==> config.mk <==
export PLATFORM = sky130hd
export DESIGN_NAME = rr_mux_arbiter
export DESIGN_NICKNAME = d
export VERILOG_FILES = /design/src/rtl/rr_mux_arbiter.sv
export SDC_FILE = /design/constraint.sdc
export NUM_CORES = 1
export LEC_CHECK = 0
export CAP_MARGIN = 25
export CORE_MARGIN = 3
export CORE_UTILIZATION = 52
export CTS_CLUSTER_SIZE = 16
export DETAILED_ROUTE_END_ITERATION = 16
export PLACE_DENSITY_LB_ADDON = 0.15
export SETUP_SLACK_MARGIN = 0.1
export SYNTH_ARGS = -nofsm -noshare
export SYNTH_HDL_FRONTEND = slang
export SYNTH_SLANG_ARGS = --single-unit
==> constraint.sdc <==
create_clock -name clk -period 5.25 [get_ports clk]
set_input_delay 0.7875 -clock clk [delete_from_list [all_inputs] [get_ports clk]]
set_output_delay 0.7875 -clock clk [all_outputs]
set_load 0.005 [all_outputs]
==> src/rtl/rr_mux_arbiter.sv <==
// Round-robin arbiter owning the select of a shared N:1 bit mux.
// A hold limit forces a handover so no requester can monopolise the output.
module rr_mux_arbiter #(
  parameter int N        = 16,
  parameter int MAX_HOLD = 8
) (
  input  logic                 clk,
  input  logic                 n_reset,
  input  logic [N-1:0]         req,
  input  logic [N-1:0]         X,
  output logic [N-1:0]         gnt,
  output logic                 gnt_valid,
  output logic [$clog2(N)-1:0] sel,
  output logic                 Y
);

  localparam int SEL_W  = $clog2(N);
  localparam int HOLD_W = $clog2(MAX_HOLD + 1);

  localparam logic [0:0] ST_IDLE  = 1'b0;
  localparam logic [0:0] ST_GRANT = 1'b1;

  logic [0:0]        r_state;
  logic [N-1:0]      r_gnt;
  logic              r_gnt_valid;
  logic [SEL_W-1:0]  r_sel;
  logic [SEL_W-1:0]  r_ptr;
  logic [HOLD_W-1:0] r_hold;

  logic [SEL_W-1:0]  w_next_owner;
  logic [SEL_W-1:0]  w_start;
  logic [SEL_W-1:0]  w_cand;
  logic [SEL_W-1:0]  w_nidx;
  logic              w_nfound;
  logic              w_keep;

  assign w_next_owner = SEL_W'((int'(r_sel) + 1) % N);
  assign w_start      = (r_state == ST_IDLE) ? r_ptr : w_next_owner;
  assign w_keep       = req[r_sel] && (r_hold < HOLD_W'(MAX_HOLD));

  // While granting, the current owner is excluded so a handover never picks it back.
  always_comb begin
    w_nfound = 1'b0;
    w_nidx   = '0;
    w_cand   = '0;
    for (int k = 0; k < N; k++) begin
      w_cand = SEL_W'((int'(w_start) + k) % N);
      if (!w_nfound && req[w_cand] &&
          !((r_state == ST_GRANT) && (w_cand == r_sel))) begin
        w_nfound = 1'b1;
        w_nidx   = w_cand;
      end
    end
  end

  always_ff @(posedge clk or negedge n_reset) begin
    if (!n_reset) begin
      r_state     <= ST_IDLE;
      r_gnt       <= '0;
      r_gnt_valid <= 1'b0;
      r_sel       <= '0;
      r_ptr       <= '0;
      r_hold      <= '0;
    end else begin
      case (r_state)
        ST_IDLE: begin
          if (w_nfound) begin
            r_state     <= ST_GRANT;
            r_gnt       <= {{(N-1){1'b0}}, 1'b1} << w_nidx;
            r_gnt_valid <= 1'b1;
            r_sel       <= w_nidx;
            r_hold      <= HOLD_W'(1);
          end
        end
        default: begin
          if (w_keep) begin
            r_hold <= r_hold + 1'b1;
          end else begin
            r_ptr <= w_next_owner;
            if (w_nfound) begin
              r_gnt  <= {{(N-1){1'b0}}, 1'b1} << w_nidx;
              r_sel  <= w_nidx;
              r_hold <= HOLD_W'(1);
            end else if (req[r_sel]) begin
              r_hold <= HOLD_W'(1);
            end else begin
              // sel is left at the last owner; Y is gated by gnt_valid.
              r_state     <= ST_IDLE;
              r_gnt       <= '0;
              r_gnt_valid <= 1'b0;
              r_hold      <= '0;
            end
          end
        end
      endcase
    end
  end

  assign gnt       = r_gnt;
  assign gnt_valid = r_gnt_valid;
  assign sel       = r_sel;
  assign Y         = r_gnt_valid & X[r_sel];

endmodule
==> reports/metrics.cfg <==
[grt]
grt_max_degree=31
busiest_layer=met2
antenna_found_initial=0
grt_overflow=0
grtUsageMet3_pct=3.71
grt_pass1_vias=4435
grt_usage_pct=30.3
grt_use_met1_pct=42.6
grt_pass1_wl_microns=23600
gr-usage-met2_pct=49.0

[worst_setup_path]
critPathSlowestCell=dfrtp_1
path_max_fanout=15
cp.arrival_ns=5.03
crit_required_ns=5.45
crit_chain=ha_1, mux2_2, buf_4, ha_1, a211o_1, and2_2, o221ai_2, mux2i_4, a21oi_1, and4_1, a211oi_1, a211oi_1, o22ai_2, or2_1, o21ai_0
crit_type=reg -> reg
cpPeakStageDelay_ns=0.43
end_kind=flop
reg2reg_setup_slack_ns=0.42
cp-start-kind=flop

[detailed_routing]
via_per_inst=6.97
drc=0
ant_nets=0
via_count=4626
drt-total-wl_microns=14700
dr.first_iter.drc_count=468
routedWlPerCell_microns=22.1
drt_pass1_iterations=6

[clock_network]
clock-sinks=30
numCtsBuffers=5
cts_tree=built
cts_root_buf=clkbuf_8
clk_pin_slew_ns=0.06
clk_path_buf_depth=2
htreeDepth=2
clock_latency_ns=0.28

[placed_design]
postPlaceCellArea_sq_um=5060
io_buffers=55
place_inst=653
gp_congestion=0.974
dp_hpwl_microns=11400

[flow_run]
cap_violations=0

[finish]
finalNonFillerCells=664
layout.nets=602
drive_gt1_share_pct=18.1
syn2layout_area_growth_pct=16.7
final_cell_area_sq_um=5180
fin_util_pct=62.7
insertedDiodeCount=0

[hold_path]
worstHoldPathType=reg -> reg

[synthesis]
yosys.cell_count.top_type=nand2_1
yosys.area.top_type_share_pct=16.9
ys_ff_latch=30
ys_seq_area_share_pct=16.9
netlist_area_sq_um=4440
synthTopCellsByCount=nand2_1, nor2_1, dfrtp_1
synthTopCellsByArea=dfrtp_1, mux4_2, mux2i_1, nand2_1, mux2_2
yosysUniqueCellTypes=87
async_flop_share_pct=100
ys_warn_count=0
synthCells=508
ys.flop_type=dfrtp_1
synth_edf_count=0
avgSynthCellArea_sq_um=8.73
synth_top_area_cell=dfrtp_1
synth_nets=551

[die]
core_area_sq_um=8260
initial_core_util_pct=53.7
dieWidth_microns=98.4
ios=56
die_h_microns=98.4
dieArea_sq_um=9680
num_rows=33

[sta]
drv_slew=0
final_hold_viol_count=0
rsz0062_at_grt=no
fmax_mhz=207
relSlewSlack_pct=46.1
min_period_ns=4.83
period_share_pct=92.0
tightest_slew_ns=0.788
clock_skew_ns=0.00131
setup_viol=0
timing.setup.tns_ns=0

[status]
status=finished clean

==> critical path: cells and delay by family, from the launching register on <==
kind | cells | cell delay, ns
mux | 2 | 0.46
fa+ha+maj | 2 | 0.62
buf+inv | 1 | 0.23
compound gates | 7 | 1.98
simple gates | 3 | 1.01
flops | 1 | 0.43
==> layout make-up <==
type / count / area, sq um
repair buffers: 73 / 686
multi-input cells: 442 / 3500
inverters: 7 / 28.8
clock buffers: 5 / 68.8
flip-flops and latches: 30 / 751
fillers: 709 / 3080
clock inverters: 2 / 10.0
well taps: 105 / 131
==> cells by family (layout without fill, tap and decap cells) <==
group	count (synthesis)	after routing	synth area share, %
compound gates	155	155	26.0
fa+ha+maj	9	9	2.54
xor+xnor	13	13	3.05
simple gates	192	192	22.2
buf+inv	36	87	4.40
mux	73	73	24.9
flops	30	30	16.9
==> placed cells by master, fill, tap and decap left out, drive strengths merged, types with 6 or more instances in the layout <==
cell type	synthesis	routed
nor2	41	41
a221oi	7	7
a22oi	6	6
buf	18	18
mux2i	31	31
or2	7	7
o211ai	7	7
ha	9	9
a2111oi	6	6
nand4	7	7
nand2	60	60
o21ai	33	33
xnor2	10	10
a21oi	29	29
clkdlybuf4s50	0	55
and2	14	14
o221ai	6	6
inv	7	7
nor3	10	10
o22ai	7	7
nor2b	9	9
dfrtp	30	30
a211oi	6	6
mux4	26	26
mux2	16	16
nand3	24	24
and3	6	6
==> flip-flops by register name, summed over array words and instances (netlist names) <==
register / count
r_state: 1
gnt: 16
sel: 4
r_ptr: 4
r_hold: 4
gnt_valid: 1
==> timing repair <==
action / CTS / global route
setup buffers: 0 / 4
endpoints found under the hold margin: 0 / 0
gates resized for setup: 0 / 5
endpoints found under the setup margin: 0 / 21
hold buffers: 0 / 0
==> stage by stage <==
stage / hold slack [ns] / worst slack [ns]
5_1_grt: 0.509 / 0.111
3_3_place_gp: 0.467 / 0.257
6_report: 0.478 / 0.418
2_1_floorplan: 0.450 / 0.230
3_5_place_dp: 0.474 / 0.206
4_1_cts: 0.488 / 0.172
==> layer usage <==
layer	share of wire, %	wire (microns)
met5	0	0
met4	3.3	478
met3	8.8	1300
met2	47	6910
met1	41	6010
==> path summary, 6_finish.rpt <==
check                         from  endpoint  depth (start not counted)
min reg2reg                gnt[11]   gnt[11]                          2
max                         sel[0]    gnt[9]                         15
max in group asynchronous  n_reset  r_ptr[3]                          2
min                        gnt[11]   gnt[11]                          2
min in group asynchronous  n_reset    gnt[8]                          2
max reg2reg                 sel[0]    gnt[9]                         15
Power is not shown: default switching activity piles up to over one toggle a cycle in this logic, so the estimate is an artifact.
